===== config.mk =====
export PLATFORM = sky130hd
export DESIGN_NAME = codec_init_seq
export DESIGN_NICKNAME = d
export VERILOG_FILES = /design/src/rtl/codec_init_pkg.sv /design/src/rtl/codec_i2c_phy.sv /design/src/rtl/codec_init_seq.sv
export SDC_FILE = /design/constraint.sdc
export NUM_CORES = 1
export LEC_CHECK = 0
export ABC_AREA = 1
export BUFFER_PORTS_ARGS = -buffer_cell sky130_fd_sc_hd__buf_2
export CORE_ASPECT_RATIO = 1.1
export CORE_MARGIN = 1
export CORE_UTILIZATION = 55
export CTS_CLUSTER_DIAMETER = 200
export DETAILED_ROUTE_END_ITERATION = 7
export MAX_ROUTING_LAYER = met4
export PLACE_DENSITY = 0.72
export SYNTH_ARGS = -nofsm -noshare
export SYNTH_HDL_FRONTEND = slang
export SYNTH_SLANG_ARGS = --single-unit

===== constraint.sdc =====
create_clock -name clk -period 5.25 [get_ports clk]
set_clock_uncertainty 0.15 [all_clocks]
set_input_delay 1.05 -clock clk [delete_from_list [all_inputs] [get_ports clk]]
set_output_delay 1.05 -clock clk [all_outputs]
set_load 0.03 [all_outputs]

===== src/rtl/codec_init_pkg.sv =====
// Shared constants for the codec init sequencer: register table, controller
// state encoding and the command codes understood by the I2C bit engine.
package codec_init_pkg;

    localparam int unsigned NUM_REGS = 10;

    // Entry 0 is the least significant slice; words go out in index order.
    localparam logic [NUM_REGS-1:0][15:0] INIT_TABLE = {
        16'h1201, 16'h0E42, 16'h0C00, 16'h0A06, 16'h0812,
        16'h0679, 16'h0479, 16'h0217, 16'h0017, 16'h1E00
    };

    typedef logic [3:0] seq_state_t;

    localparam seq_state_t StIdle  = 4'd0;
    localparam seq_state_t StStart = 4'd1;
    localparam seq_state_t StByte  = 4'd2;
    localparam seq_state_t StAck   = 4'd3;
    localparam seq_state_t StStop  = 4'd4;
    localparam seq_state_t StGap   = 4'd5;
    localparam seq_state_t StNext  = 4'd6;
    localparam seq_state_t StDone  = 4'd7;
    localparam seq_state_t StErr   = 4'd8;

    typedef logic [1:0] phy_op_t;

    localparam phy_op_t OpIdle  = 2'd0;
    localparam phy_op_t OpStart = 2'd1;
    localparam phy_op_t OpByte  = 2'd2;
    localparam phy_op_t OpStop  = 2'd3;

endpackage


===== src/rtl/codec_i2c_phy.sv =====
// I2C bit engine: quarter-phase timing, START, STOP and byte+ACK operations
// accepted through a cmd/ready handshake with a one-cycle completion pulse.
module codec_i2c_phy
    import codec_init_pkg::*;
#(
    parameter int unsigned CLK_DIV = 125
) (
    input  logic       clk,
    input  logic       Reset,
    input  logic       cmd_valid_i,
    input  phy_op_t    cmd_i,
    input  logic [7:0] cmd_byte_i,
    output logic       cmd_ready_o,
    output logic       cmd_ack_o,
    output logic       nack_o,
    output logic       scl_o,
    output logic       sda_oe_o,
    input  logic       sda_i
);

    localparam int unsigned DivW = (CLK_DIV > 1) ? $clog2(CLK_DIV) : 1;
    localparam logic [DivW-1:0] DivLast = DivW'(CLK_DIV - 1);

    phy_op_t          op_q, op_d;
    logic [DivW-1:0]  div_q, div_d;
    logic [1:0]       qtr_q, qtr_d;
    logic [3:0]       bit_q, bit_d;
    logic [7:0]       shift_q, shift_d;
    logic             nack_q, nack_d;
    logic             held_q, held_d;
    logic             qtick;
    logic             op_end;

    assign qtick = (div_q == DivLast);

    always_comb begin
        case (op_q)
            OpStart: op_end = qtick && (qtr_q == 2'd1);
            OpByte:  op_end = qtick && (qtr_q == 2'd3) && (bit_q == 4'd8);
            OpStop:  op_end = qtick && (qtr_q == 2'd2);
            default: op_end = 1'b0;
        endcase
    end

    always_comb begin
        op_d    = op_q;
        div_d   = div_q;
        qtr_d   = qtr_q;
        bit_d   = bit_q;
        shift_d = shift_q;
        nack_d  = nack_q;
        held_d  = held_q;
        if (op_q == OpIdle) begin
            div_d = '0;
            qtr_d = '0;
            bit_d = '0;
            if (cmd_valid_i) begin
                op_d    = cmd_i;
                shift_d = cmd_byte_i;
            end
        end else begin
            div_d = qtick ? '0 : div_q + DivW'(1);
            if (qtick) begin
                qtr_d = qtr_q + 2'd1;
                if (op_q == OpByte && qtr_q == 2'd1 && bit_q == 4'd8) begin
                    nack_d = sda_i;
                end
                if (op_q == OpByte && qtr_q == 2'd3) begin
                    bit_d   = bit_q + 4'd1;
                    shift_d = {shift_q[6:0], 1'b0};
                end
            end
            if (op_end) begin
                op_d = OpIdle;
                // SCL stays owned (held low) from START until STOP completes.
                if (op_q == OpStart) held_d = 1'b1;
                if (op_q == OpStop)  held_d = 1'b0;
            end
        end
    end

    always_ff @(posedge clk) begin
        if (Reset) begin
            op_q    <= OpIdle;
            div_q   <= '0;
            qtr_q   <= '0;
            bit_q   <= '0;
            shift_q <= '0;
            nack_q  <= 1'b0;
            held_q  <= 1'b0;
        end else begin
            op_q    <= op_d;
            div_q   <= div_d;
            qtr_q   <= qtr_d;
            bit_q   <= bit_d;
            shift_q <= shift_d;
            nack_q  <= nack_d;
            held_q  <= held_d;
        end
    end

    always_comb begin
        case (op_q)
            OpStart: begin
                scl_o    = (qtr_q == 2'd0);
                sda_oe_o = 1'b1;
            end
            OpByte: begin
                scl_o    = (qtr_q == 2'd1) || (qtr_q == 2'd2);
                sda_oe_o = (bit_q != 4'd8) && !shift_q[7];
            end
            OpStop: begin
                scl_o    = (qtr_q != 2'd0);
                sda_oe_o = (qtr_q != 2'd2);
            end
            default: begin
                scl_o    = !held_q;
                sda_oe_o = 1'b0;
            end
        endcase
    end

    assign cmd_ready_o = (op_q == OpIdle);
    assign cmd_ack_o   = op_end;
    assign nack_o      = nack_q;

endmodule


===== src/rtl/codec_init_seq.sv =====
// Codec init sequencer: writes the register table over I2C, word by word.
// Optional CODEC_INIT_RETRY_EN re-sends a NACKed word up to MAX_RETRY times.
module codec_init_seq
    import codec_init_pkg::*;
#(
    parameter int unsigned CLK_DIV   = 125,
    parameter logic [6:0]  DEV_ADDR  = 7'h1A,
    parameter int unsigned MAX_RETRY = 3
) (
    input  logic       clk,
    input  logic       Reset,
    input  logic       start,
    output logic       busy,
    output logic       done,
    output logic       error,
    output logic [3:0] reg_index,
    output logic       i2c_scl,
    output logic       i2c_sda_oe,
    input  logic       i2c_sda_in
);

    localparam int unsigned GapW = $clog2(4 * CLK_DIV);
    localparam logic [GapW-1:0] GapLast = GapW'(4 * CLK_DIV - 1);

    seq_state_t       state_q, state_d;
    logic [3:0]       idx_q, idx_d;
    logic [1:0]       byte_q, byte_d;
    logic             nack_q, nack_d;
    logic [GapW-1:0]  gap_q, gap_d;
    logic             can_retry;

    logic             phy_valid;
    phy_op_t          phy_cmd;
    logic [7:0]       phy_byte;
    logic             phy_ready;
    logic             phy_ack;
    logic             phy_nack;
    logic [15:0]      word;

`ifdef CODEC_INIT_RETRY_EN
    localparam int unsigned RetryW = (MAX_RETRY > 0) ? $clog2(MAX_RETRY + 1) : 1;
    logic [RetryW-1:0] retry_q, retry_d;
    assign can_retry = (retry_q != RetryW'(MAX_RETRY));
`else
    assign can_retry = 1'b0;
`endif

    assign word = INIT_TABLE[idx_q];

    always_comb begin
        case (byte_q)
            2'd0:    phy_byte = {DEV_ADDR, 1'b0};
            2'd1:    phy_byte = word[15:8];
            default: phy_byte = word[7:0];
        endcase
    end

    always_comb begin
        case (state_q)
            StStart: phy_cmd = OpStart;
            StByte:  phy_cmd = OpByte;
            StStop:  phy_cmd = OpStop;
            default: phy_cmd = OpIdle;
        endcase
    end

    // Ready drops at acceptance and the state moves on the ack edge, so a
    // held request is never taken twice.
    assign phy_valid = (phy_cmd != OpIdle) && phy_ready;

    always_comb begin
        state_d = state_q;
        idx_d   = idx_q;
        byte_d  = byte_q;
        nack_d  = nack_q;
        gap_d   = gap_q;
`ifdef CODEC_INIT_RETRY_EN
        retry_d = retry_q;
`endif
        case (state_q)
            StIdle, StDone, StErr: begin
                if (start) begin
                    state_d = StStart;
                    idx_d   = '0;
                    byte_d  = '0;
                    nack_d  = 1'b0;
                    gap_d   = '0;
`ifdef CODEC_INIT_RETRY_EN
                    retry_d = '0;
`endif
                end
            end
            StStart: begin
                if (phy_ack) begin
                    state_d = StByte;
                    byte_d  = '0;
                end
            end
            StByte: begin
                if (phy_ack) begin
                    state_d = StAck;
                    nack_d  = phy_nack;
                end
            end
            StAck: begin
                if (nack_q || byte_q == 2'd2) begin
                    state_d = StStop;
                end else begin
                    state_d = StByte;
                    byte_d  = byte_q + 2'd1;
                end
            end
            StStop: begin
                if (phy_ack) begin
                    if (nack_q) begin
                        state_d = can_retry ? StGap : StErr;
                    end else if (idx_q == 4'(NUM_REGS - 1)) begin
                        state_d = StDone;
                    end else begin
                        state_d = StGap;
                    end
                end
            end
            StGap: begin
                gap_d = gap_q + GapW'(1);
                if (gap_q == GapLast) begin
                    gap_d = '0;
                    if (nack_q) begin
                        state_d = StStart;
                        nack_d  = 1'b0;
`ifdef CODEC_INIT_RETRY_EN
                        retry_d = retry_q + RetryW'(1);
`endif
                    end else begin
                        state_d = StNext;
                    end
                end
            end
            StNext: begin
                state_d = StStart;
                idx_d   = idx_q + 4'd1;
`ifdef CODEC_INIT_RETRY_EN
                retry_d = '0;
`endif
            end
            default: state_d = StIdle;
        endcase
    end

    always_ff @(posedge clk) begin
        if (Reset) begin
            state_q <= StIdle;
            idx_q   <= '0;
            byte_q  <= '0;
            nack_q  <= 1'b0;
            gap_q   <= '0;
`ifdef CODEC_INIT_RETRY_EN
            retry_q <= '0;
`endif
        end else begin
            state_q <= state_d;
            idx_q   <= idx_d;
            byte_q  <= byte_d;
            nack_q  <= nack_d;
            gap_q   <= gap_d;
`ifdef CODEC_INIT_RETRY_EN
            retry_q <= retry_d;
`endif
        end
    end

    codec_i2c_phy #(
        .CLK_DIV (CLK_DIV)
    ) u_phy (
        .clk         (clk),
        .Reset       (Reset),
        .cmd_valid_i (phy_valid),
        .cmd_i       (phy_cmd),
        .cmd_byte_i  (phy_byte),
        .cmd_ready_o (phy_ready),
        .cmd_ack_o   (phy_ack),
        .nack_o      (phy_nack),
        .scl_o       (i2c_scl),
        .sda_oe_o    (i2c_sda_oe),
        .sda_i       (i2c_sda_in)
    );

    assign busy      = !(state_q == StIdle || state_q == StDone || state_q == StErr);
    assign done      = (state_q == StDone);
    assign error     = (state_q == StErr);
    assign reg_index = idx_q;

endmodule

==> results.ini <==
[place]
post_dp_cell_area_mm2 = 0.00312
place.gp.congestion = 0.866
dp_slack_ns = 2.43
port_buffers = 12
dp_hpwl_mm = 4.19

[detailed_routing]
viasPerCell = 5.10
drc = 0
drtIter0Drc = 128
drt_first_pass_iters = 4
ant_nets = 0
drt-wirelength-per-cell_um = 11.0
drt_wl_total_mm = 5.56
vias = 2585

[clocking]
cts_resized = 0
numCtsBuffers = 5
clock_latency_ns = 0.30
post_cts.repair.setup_buffers = 0
cts-hold-fix-buffers = 0
cts-root-buf = clkbuf_8
clk_pin_slew_ns = 0.09
h-tree-depth = 2
clock_tree.buffer_depth = 2
tritoncts = done
cts_num_sinks = 55

[timing]
setup_viol_count_final = 0
slew_headroom_pct = 50.6
max_freq_mhz = 315
fin_setup_tns_ns = 0
finalCritPeriodShare_pct = 60.5
tightest_slew_ns = 0.739
grt_setup_unrepaired = false
drv_slew = 0
hold_viol = 0
setup_slack_ns = 2.07
period_needed_ns = 3.18

[setup_path]
crit_type = reg2out
cp_max_fo = 12
cp-start-kind = flip-flop
endpoint_kind = output port
arrival_ns = 1.98
required_ns = 4.05

[power]
leakagePower_uw = 0.00145
ir_worst_vdd_v = 0.000273
p_per_area_mw_per_mm2 = 481
fin_total_pwr_uw = 1550

[synthesis]
yosys.area.top_type_share_pct = 36.6
syn-num-nets = 445
syn_inst = 423
synth_top_area_cell = dfxtp_1
yosysSeqAreaShare_pct = 36.6
netlist_area_mm2 = 0.00301
synth.area.top_cells = dfxtp_1, nand2_1, ha_1, inv_1, nor2_1
synth-seq-cells = 55
ys_warn_count = 0
yosysUniqueCellTypes = 42
syn_avg_cell_area_um2 = 7.11

[global_route]
overflow = 0
use_met2_pct = 37.2
gr-usage-all-layers_pct = 21.7
met3_usage_pct = 3.41
grtUsageMet1_pct = 26.5
grt_max_degree = 21
grt_pass1_wl_mm = 9.67
grt_busiest_layer = met2
grt_pass1_vias = 2309
antenna_found_initial = 0

[run]
cap_violations = 0

[run_status]
outcome = completed

[floorplan]
core-area_mm2 = 0.00513
die_y_um = 79.5
dieArea_mm2 = 0.00577
rows = 27
die_w_um = 72.5
num_io_pins = 13
start_util_pct = 58.6

[finish]
post-route-util_pct = 62.7
nets = 457
syn2layout_area_growth_pct = 7.12
diodes = 0
design_area_mm2 = 0.00322
drive_above_1_share_pct = 13.1

[worst_hold_path]
hp-class = reg2reg

## layer usage
metal | wire length, um | up-vias
li1 | - | 1379
met1 | 2730 | 1153
met2 | 2560 | 47
met3 | 211 | 6
met4 | 56 | 0
met5 | 0 | -
## cell type report
class                           instances  area, um^2
Clock buffer                            6        72.6
Timing Repair Buffer                   12        60.1
Tap cell                               72        90.1
Inverter                               62         238
Clock inverter                          1        30.0
Fill cell                             481        1910
Multi-Input combinational cell        299        1630
Sequential cell                        55        1100
## synthesized netlist by cell type (all sizes together)
cell and number:
inv 60, nor2 51, dfxtp 55, or2 2
and3 2, o2111ai 1, ha 18, o22ai 1
clkbuf 2, clkinv 2, o2111a 1, nand4 3
a211oi 1, buf 5, nor3b 4, o221ai 2
o21ai 27, a31o 1, nand3 29, and2 1
nor4 1, a21oi 23, xor2 2, o31ai 1
nor3 5, xnor2 1, a31oi 7, nand2 115
## sequential cells by signal (all words and copies together) (netlist names), 2 cells and up
register	flops
u_phy.qtr_q	2
word	10
state_q	4
reg_index	4
u_phy.shift_q	8
u_phy.bit_q	4
u_phy.div_q	7
byte_q	2
u_phy.op_q	2
gap_q	9
## report_power, final
group / internal (uW) / total (uW) / leakage, uW / switching (uW)
logic: 229 / 713 / 0.000955 / 484
clock network: 140 / 266 / 0.0000513 / 126
registers: 501 / 571 / 0.000447 / 69.1
## cells in the final DEF, fill, tap and decap left out, types with 2 or more instances in the layout
cell type   n
nand2_4     4
dfxtp_1    55
buf_2      12
clkbuf_8    5
a21oi_1    22
nor3_1      4
nand3_2     2
nor2_1     46
inv_1      53
inv_2       7
o21ai_0    20
nand2_2    12
nor3b_1     4
and3_1      2
o221ai_1    2
nor2_2      3
nand3_1    26
o21ai_2     2
a31oi_1     7
nand4_1     3
or2_2       2
o21ai_1     5
nand2_1    99
ha_1       18
xor2_1      2
## path summary, 6_finish.rpt
check,startpoint,to,depth (start not counted),slack (ns)
min reg2reg,u_phy.held_q,u_phy.held_q,2,0.30
min,u_phy.held_q,u_phy.held_q,2,0.30
max,u_phy.op_q[0],i2c_scl,4,2.07
max reg2reg,state_q[1],word[2],13,3.03
## metrics by stage
step	hold WS, ns	cells
floorplan	0.270	423
global placement	0.287	500
detailed placement	0.289	500
CTS	0.304	507
global route	0.329	507
finish	0.299	507
## worst max-delay path: stages (launching register included)
cell and delay (ns):
dfxtp_1 0.39, nor2_1 0.61, inv_1 0.27, o21ai_0 0.20, buf_2 0.22
## logic make-up (layout without fill, tap and decap cells)
kind of cell | count (synthesis) | in the layout | share of synthesized area, %
AOI/OAI and AO/OA | 65 | 65 | 12.4
and+or+nand+nor | 213 | 213 | 33.4
DFF | 55 | 55 | 36.6
adders and majority gates | 18 | 18 | 7.49
buffers and inverters | 69 | 81 | 9.20
xor gates and xnor gates | 3 | 3 | 0.874
Power figures use the tool's default switching activity.
